==> src/rtl/mem_port_arbiter_if.sv <==
// Bundles the fetch, data-memory and bus-side handshake signals of mem_port_arbiter.
// The slave modport is the arbiter's view; master is the surrounding environment.
interface mem_port_arbiter_if #(
  parameter int unsigned ADDR_W = 64,
  parameter int unsigned DATA_W = 64
);
  localparam int unsigned STRB_W = DATA_W / 8;

  logic              if_req_valid;
  logic [ADDR_W-1:0] if_req_addr;
  logic              if_req_ready;
  logic              if_resp_valid;
  logic [DATA_W-1:0] if_resp_rdata;
  logic              if_flush;

  logic              dm_req_valid;
  logic              dm_req_wen;
  logic [ADDR_W-1:0] dm_req_addr;
  logic [DATA_W-1:0] dm_req_wdata;
  logic [STRB_W-1:0] dm_req_wstrb;
  logic              dm_req_ready;
  logic              dm_resp_valid;
  logic [DATA_W-1:0] dm_resp_rdata;

  logic              bus_req_valid;
  logic              bus_req_ready;
  logic              bus_req_wen;
  logic [ADDR_W-1:0] bus_req_addr;
  logic [DATA_W-1:0] bus_req_wdata;
  logic [STRB_W-1:0] bus_req_wstrb;
  logic              bus_resp_valid;
  logic [DATA_W-1:0] bus_resp_rdata;

  modport slave (
    input  if_req_valid, if_req_addr, if_flush,
    input  dm_req_valid, dm_req_wen, dm_req_addr, dm_req_wdata, dm_req_wstrb,
    input  bus_req_ready, bus_resp_valid, bus_resp_rdata,
    output if_req_ready, if_resp_valid, if_resp_rdata,
    output dm_req_ready, dm_resp_valid, dm_resp_rdata,
    output bus_req_valid, bus_req_wen, bus_req_addr, bus_req_wdata, bus_req_wstrb
  );

  modport master (
    output if_req_valid, if_req_addr, if_flush,
    output dm_req_valid, dm_req_wen, dm_req_addr, dm_req_wdata, dm_req_wstrb,
    output bus_req_ready, bus_resp_valid, bus_resp_rdata,
    input  if_req_ready, if_resp_valid, if_resp_rdata,
    input  dm_req_ready, dm_resp_valid, dm_resp_rdata,
    input  bus_req_valid, bus_req_wen, bus_req_addr, bus_req_wdata, bus_req_wstrb
  );
endinterface

==> src/rtl/mem_port_arbiter.sv <==
// Shares one memory bus port between instruction fetch and data memory, one transaction at a time.
// Define ARB_ROUND_ROBIN_EN for round-robin arbitration; otherwise DM has fixed priority over IF.
module mem_port_arbiter #(
  parameter int unsigned ADDR_W = 64,
  parameter int unsigned DATA_W = 64
) (
  input logic               clk,
  input logic               resetn,
  mem_port_arbiter_if.slave port
);
  localparam int unsigned STRB_W = DATA_W / 8;

  typedef enum logic [1:0] {S_IDLE, S_ISSUE, S_WAIT} state_e;
  typedef enum logic {OWN_DM = 1'b0, OWN_IF = 1'b1} owner_e;

  typedef struct packed {
    logic              wen;
    logic [ADDR_W-1:0] addr;
    logic [DATA_W-1:0] wdata;
    logic [STRB_W-1:0] wstrb;
  } bus_req_t;

  state_e   state_q, state_d;
  owner_e   owner_q, owner_d;
  logic     drop_q, drop_d;
  bus_req_t req_q, req_d;
`ifdef ARB_ROUND_ROBIN_EN
  owner_e   last_q, last_d;
`endif

  logic if_elig, dm_elig, pick_if;
  logic if_ready_c, dm_ready_c, resp_fire_c;

  // Next-state, arbitration and handshake decode
  always_comb begin
    state_d     = state_q;
    owner_d     = owner_q;
    drop_d      = drop_q;
    req_d       = req_q;
`ifdef ARB_ROUND_ROBIN_EN
    last_d      = last_q;
`endif
    if_ready_c  = 1'b0;
    dm_ready_c  = 1'b0;
    pick_if     = 1'b0;
    resp_fire_c = 1'b0;
    if_elig     = port.if_req_valid && !port.if_flush;
    dm_elig     = port.dm_req_valid;

    unique case (state_q)
      S_IDLE: begin
        drop_d = 1'b0;
        if (resetn && (if_elig || dm_elig)) begin
`ifdef ARB_ROUND_ROBIN_EN
          pick_if = if_elig && (!dm_elig || (last_q == OWN_DM));
          last_d  = pick_if ? OWN_IF : OWN_DM;
`else
          pick_if = !dm_elig;
`endif
          state_d = S_ISSUE;
          if (pick_if) begin
            if_ready_c = 1'b1;
            owner_d    = OWN_IF;
            req_d      = '{wen: 1'b0, addr: port.if_req_addr, wdata: '0, wstrb: '0};
          end else begin
            dm_ready_c = 1'b1;
            owner_d    = OWN_DM;
            req_d      = '{wen:   port.dm_req_wen,   addr:  port.dm_req_addr,
                           wdata: port.dm_req_wdata, wstrb: port.dm_req_wstrb};
          end
        end
      end
      S_ISSUE: begin
        if (port.if_flush && (owner_q == OWN_IF)) drop_d = 1'b1;
        if (port.bus_req_ready) state_d = S_WAIT;
      end
      S_WAIT: begin
        if (port.if_flush && (owner_q == OWN_IF)) drop_d = 1'b1;
        if (port.bus_resp_valid) begin
          resp_fire_c = 1'b1;
          state_d     = S_IDLE;
        end
      end
      default: state_d = S_IDLE;
    endcase
  end

  always_ff @(posedge clk) begin
    if (!resetn) begin
      state_q <= S_IDLE;
      owner_q <= OWN_DM;
      drop_q  <= 1'b0;
      req_q   <= '0;
`ifdef ARB_ROUND_ROBIN_EN
      last_q  <= OWN_DM;
`endif
    end else begin
      state_q <= state_d;
      owner_q <= owner_d;
      drop_q  <= drop_d;
      req_q   <= req_d;
`ifdef ARB_ROUND_ROBIN_EN
      last_q  <= last_d;
`endif
    end
  end

  // A flush arriving in the response cycle itself also suppresses the fetch response
  assign port.if_req_ready  = if_ready_c;
  assign port.dm_req_ready  = dm_ready_c;
  assign port.if_resp_valid = resp_fire_c && (owner_q == OWN_IF) && !drop_q && !port.if_flush;
  assign port.dm_resp_valid = resp_fire_c && (owner_q == OWN_DM);
  assign port.if_resp_rdata = port.if_resp_valid ? port.bus_resp_rdata : '0;
  assign port.dm_resp_rdata = port.dm_resp_valid ? port.bus_resp_rdata : '0;

  assign port.bus_req_valid = (state_q == S_ISSUE);
  assign port.bus_req_wen   = req_q.wen;
  assign port.bus_req_addr  = req_q.addr;
  assign port.bus_req_wdata = req_q.wdata;
  assign port.bus_req_wstrb = req_q.wstrb;
endmodule

==> src/flat_wrapper.sv <==
// flat-port wrapper written by rule: the top's interface ports become plain ports
module mem_port_arbiter_flat 
#(
  parameter int unsigned ADDR_W = 64,
  parameter int unsigned DATA_W = 64
)
  (clk, resetn, port_if_req_valid, port_if_req_addr, port_if_flush, port_dm_req_valid, port_dm_req_wen, port_dm_req_addr, port_dm_req_wdata, port_dm_req_wstrb, port_bus_req_ready, port_bus_resp_valid, port_bus_resp_rdata, port_if_req_ready, port_if_resp_valid, port_if_resp_rdata, port_dm_req_ready, port_dm_resp_valid, port_dm_resp_rdata, port_bus_req_valid, port_bus_req_wen, port_bus_req_addr, port_bus_req_wdata, port_bus_req_wstrb);
  mem_port_arbiter_if #(.ADDR_W(ADDR_W), .DATA_W(DATA_W)) port_i ();
  input logic clk;
  input logic resetn;
  input wire logic [$bits(port_i.if_req_valid)-1:0] port_if_req_valid;
  input wire logic [$bits(port_i.if_req_addr)-1:0] port_if_req_addr;
  input wire logic [$bits(port_i.if_flush)-1:0] port_if_flush;
  input wire logic [$bits(port_i.dm_req_valid)-1:0] port_dm_req_valid;
  input wire logic [$bits(port_i.dm_req_wen)-1:0] port_dm_req_wen;
  input wire logic [$bits(port_i.dm_req_addr)-1:0] port_dm_req_addr;
  input wire logic [$bits(port_i.dm_req_wdata)-1:0] port_dm_req_wdata;
  input wire logic [$bits(port_i.dm_req_wstrb)-1:0] port_dm_req_wstrb;
  input wire logic [$bits(port_i.bus_req_ready)-1:0] port_bus_req_ready;
  input wire logic [$bits(port_i.bus_resp_valid)-1:0] port_bus_resp_valid;
  input wire logic [$bits(port_i.bus_resp_rdata)-1:0] port_bus_resp_rdata;
  output wire logic [$bits(port_i.if_req_ready)-1:0] port_if_req_ready;
  output wire logic [$bits(port_i.if_resp_valid)-1:0] port_if_resp_valid;
  output wire logic [$bits(port_i.if_resp_rdata)-1:0] port_if_resp_rdata;
  output wire logic [$bits(port_i.dm_req_ready)-1:0] port_dm_req_ready;
  output wire logic [$bits(port_i.dm_resp_valid)-1:0] port_dm_resp_valid;
  output wire logic [$bits(port_i.dm_resp_rdata)-1:0] port_dm_resp_rdata;
  output wire logic [$bits(port_i.bus_req_valid)-1:0] port_bus_req_valid;
  output wire logic [$bits(port_i.bus_req_wen)-1:0] port_bus_req_wen;
  output wire logic [$bits(port_i.bus_req_addr)-1:0] port_bus_req_addr;
  output wire logic [$bits(port_i.bus_req_wdata)-1:0] port_bus_req_wdata;
  output wire logic [$bits(port_i.bus_req_wstrb)-1:0] port_bus_req_wstrb;
  assign port_i.if_req_valid = port_if_req_valid;
  assign port_i.if_req_addr = port_if_req_addr;
  assign port_i.if_flush = port_if_flush;
  assign port_i.dm_req_valid = port_dm_req_valid;
  assign port_i.dm_req_wen = port_dm_req_wen;
  assign port_i.dm_req_addr = port_dm_req_addr;
  assign port_i.dm_req_wdata = port_dm_req_wdata;
  assign port_i.dm_req_wstrb = port_dm_req_wstrb;
  assign port_i.bus_req_ready = port_bus_req_ready;
  assign port_i.bus_resp_valid = port_bus_resp_valid;
  assign port_i.bus_resp_rdata = port_bus_resp_rdata;
  assign port_if_req_ready = port_i.if_req_ready;
  assign port_if_resp_valid = port_i.if_resp_valid;
  assign port_if_resp_rdata = port_i.if_resp_rdata;
  assign port_dm_req_ready = port_i.dm_req_ready;
  assign port_dm_resp_valid = port_i.dm_resp_valid;
  assign port_dm_resp_rdata = port_i.dm_resp_rdata;
  assign port_bus_req_valid = port_i.bus_req_valid;
  assign port_bus_req_wen = port_i.bus_req_wen;
  assign port_bus_req_addr = port_i.bus_req_addr;
  assign port_bus_req_wdata = port_i.bus_req_wdata;
  assign port_bus_req_wstrb = port_i.bus_req_wstrb;
  mem_port_arbiter #(.ADDR_W(ADDR_W), .DATA_W(DATA_W)) u_core (.clk(clk), .resetn(resetn), .port(port_i));
endmodule
==> config.mk <==
export PLATFORM = sky130hd
export DESIGN_NAME = mem_port_arbiter_flat
export DESIGN_NICKNAME = d
export VERILOG_FILES = /design/src/rtl/mem_port_arbiter_if.sv /design/src/rtl/mem_port_arbiter.sv /design/src/flat_wrapper.sv
export SDC_FILE = /design/constraint.sdc
export NUM_CORES = 1
export LEC_CHECK = 0
export CORE_AREA = 3 3 210 212
export CTS_BUF_LIST = sky130_fd_sc_hd__clkbuf_2
export DETAILED_ROUTE_END_ITERATION = 8
export DIE_AREA = 0 0 213 215
export GPL_ROUTABILITY_DRIVEN = 0
export PLACE_DENSITY = 0.45
export REMOVE_ABC_BUFFERS = 1
export SETUP_SLACK_MARGIN = 0.15
export SYNTH_ARGS = -nofsm -noshare
export SYNTH_HDL_FRONTEND = slang
export SYNTH_SLANG_ARGS = --single-unit
==> constraint.sdc <==
create_clock -name clk -period 2.45 [get_ports clk]
set_input_delay 0.6125 -clock clk [delete_from_list [all_inputs] [get_ports clk]]
set_output_delay 0.6125 -clock clk [all_outputs]
set_load 0.02 [all_outputs]
==> results.json <==
{
  "p_leak_uw": 0.00588,
  "cts_hold_buf": 0,
  "power_density_nw_per_um2": 458,
  "layout-drive-gt1-share_pct": 50.5,
  "topRoutingLayerUsed": "met4",
  "nFillCells": 4329,
  "fin_nets": 1536,
  "synthAdderAreaFrac_pct": 0.666,
  "wl_met2_microns": 18300,
  "clk_pin_slew_ns": 0.26,
  "synth-xor-area-share_pct": 0,
  "peakVddDrop_v": 0.000262,
  "final_util_pct": 35.5,
  "grt_overflow": 0,
  "crit_arrival_ns": 2.55,
  "synthMuxAreaShare_pct": 11.6,
  "dpl_worst_slack_ns": -0.702,
  "synth_area_leader_cell": "dfxtp_1",
  "min_period_over_period_pct": 129,
  "syn_to_final_growth_pct": 99.3,
  "yosys.area_share.simple_pct": 11.6,
  "synth_top_area_share_pct": 37.6,
  "finalMaxSlewViolations": 0,
  "rsz0062_at_grt": "yes",
  "synth_area_leaders": "dfxtp_1 38%, a211oi_2 13%, and2_1 11%",
  "die_w_microns": 213,
  "criticalPathCategory": "reg2out",
  "async_flop_share_pct": 0,
  "hold_class": "in2reg",
  "root_buffer": "clkbuf_2",
  "crit_fanout": 8,
  "initialDrtViolationCount": 397,
  "grt_pass1_wl_microns": 53700,
  "cpMostUsedCell": "buf_6",
  "syn_area_sq_um": 7510,
  "syn_inst": 712,
  "path_cells": "ha_4 -> nand2_4 -> buf_6 -> nor2_4 -> buf_6 -> buf_12 -> buf_8 -> buf_6 -> buf_12 -> buf_6 -> and2_4 -> buf_6",
  "cts_buffers": 17,
  "cts.sinks": 141,
  "drc": 0,
  "status": "complete, but fails checks",
  "synth-seq-cells": 141,
  "antenna_found_initial": 2,
  "syn_area_per_cell_sq_um": 10.6,
  "synth_top_family_by_area": "compound AO/OA/AOI/OAI gates",
  "max_clock_freq_mhz": 316,
  "clkLatencyLatePin_ns": 0.81,
  "ys.flop_type": "dfxtp_1",
  "synth-edff-count": 0,
  "synth_cell_types": 30,
  "slowest_delay_ns": 0.42,
  "tightestPinTransition_ns": 0.845,
  "final-hold-violation-count": 0,
  "crit_required_ns": 1.84,
  "start_util_pct": 17.8,
  "multi_input_area_sq_um": 4330,
  "start_kind": "flip-flop",
  "skew_ns": 0.0480,
  "final.min_clock_period_ns": 3.16,
  "cts_tree": "built",
  "grt_max_degree": 77,
  "seq_area_frac_synth_pct": 37.6,
  "track_usage_pct": 15.7,
  "io_buffers": 541,
  "row_count": 75,
  "htreeDepth": 4,
  "violations": "setup timing",
  "regArea_sq_um": 2850,
  "synth_compound_area_share_pct": 28.6,
  "dp_hpwl_microns": 27000,
  "maxCapViolCount": 0,
  "drt-met1-wl_microns": 15200,
  "grt_pass1_vias": 7872,
  "crit_path_end_kind": "output pin",
  "core_sq_um": 42100,
  "wire_per_inst_microns": 21.1,
  "dr_total_vias": 7832,
  "ant_nets": 0,
  "yosys_warnings": 0,
  "setup_viol": 132,
  "met3_length_microns": 4110,
  "viasPerCell": 4.32,
  "die_y_microns": 215,
  "dieArea_sq_um": 45800,
  "max-slew-margin-rel_pct": 43.7,
  "drt_pass1_iterations": 4,
  "ctsLongestPathBuffers": 2,
  "finalWorstSetupSlack_ns": -0.715,
  "crit_slowest_cell": "dfxtp_4",
  "ios": 542,
  "drt-total-wl_microns": 38300
}
[critical path: cells and delay by family, from the launching register on]
kind / cells / cell delay, ns
AND/OR/NAND/NOR: 3 / 0.25
adder cells (fa/ha/maj): 1 / 0.17
flip-flops: 1 / 0.42
buffers and inverters: 8 / 0.91
[flip-flops by register name, indices dropped and copies added, names as in the netlist]
| signal | cells |
|---|---|
| u_core.port.bus_req_wdata | 64 |
| u_core.owner_q | 1 |
| u_core.port.bus_req_wstrb | 8 |
| u_core.state_q | 2 |
| u_core.drop_q | 1 |
| u_core.port.bus_req_addr | 64 |
| u_core.port.bus_req_wen | 1 |
[per-stage QoR]
stage          TNS (ns)  total power, uW  instance area [sq um]  hold slack, ns  std cells
6_report         -68.00             6860                  15000           0.340       1814
5_1_grt          -99.34             7300                  15000           0.202       1814
4_1_cts          -93.97             7010                  14500           0.134       1797
3_5_place_dp     -80.63             5490                  13400           0.448       1731
3_3_place_gp     -75.57             5500                  13400           0.444       1731
2_1_floorplan   -341.59             3930                   7030           0.451        631
[routing by layer]
layer,vias up,track usage [%]
li1,3680,-
met1,3756,18.0
met2,362,26.4
met3,34,7.07
met4,0,4.01
met5,-,0
[Yosys cell counts, types with 2 or more instances]
master and number:
dfxtp_1 141, and2_1 128, a211oi_2 78, a32o_1 73, inv_1 69, a211oi_1 52
mux2_4 38, buf_2 35, mux2_2 26, clkbuf_1 23, buf_6 16, ha_1 4
buf_1 3, buf_4 3, nand2_1 3, nor2_1 3, a21o_1 2, a21oi_1 2
nor2b_1 2
[cells by family (layout without fill, tap and decap cells)]
logic type                 Yosys count  in the layout
AOI/OAI and AO/OA                  211            211
adders and majority gates            4              4
buffers and inverters              151            712
DFF                                141            141
muxes                               65             65
other                                0              2
and+or+nand+nor                    140            140
[report_power, final]
group	internal [uW]	total (uW)	switching, uW
logic	1390	2790	1410
clock network	307	1350	1050
registers	2580	2710	136
total	4270	6860	2590
[cell type report]
type	count	share of cell area, %
Antenna cell	2	0.0334
Clock buffer	17	0.568
Clock inverter	15	0.877
Inverter	70	1.77
Multi-Input combinational cell	420	28.9
Sequential cell	141	19.0
Tap cell	539	4.50
Timing Repair Buffer	610	44.3
[final timing paths]
path | from | slack, ns | cells after the start | end
worst min-delay path | port_dm_req_valid | 0.34 | 4 | u_core.state_q[0]
worst max-delay path | u_core.state_q[1] | -0.71 | 12 | port_dm_resp_rdata[16]
worst max register to register | u_core.state_q[0] | 0.49 | 10 | u_core.port.bus_req_addr[1]
worst min register to register | u_core.port.bus_req_addr[7] | 0.47 | 2 | u_core.port.bus_req_addr[7]
[layout by cell type, fill, tap and decap left out, drive strengths merged, types with 2 or more instances in the layout]
cell / instances
dfxtp: 141
buf: 211
and2: 128
ha: 4
clkinvlp: 2
clkdlybuf4s50: 269
nand2: 4
clkbuf: 43
a32o: 73
a211oi: 130
inv: 76
a21o: 2
dlygate4sd2: 4
clkinv: 7
nor2b: 2
diode: 2
clkdlybuf4s15: 100
mux2: 64
nor2: 3
a21oi: 2
[what timing repair did]
| item | in CTS | in global routing |
|---|---|---|
| setup endpoints to repair | 270 | 161 |
| hold endpoints to repair | 0 | 0 |
| setup buffers | 23 | 10 |
| pin swaps | 7 | 28 |
| gates resized for setup | 1137 | 221 |
| cloned | 11 | 5 |
Note: power is estimated with default switching activity, not from simulation.
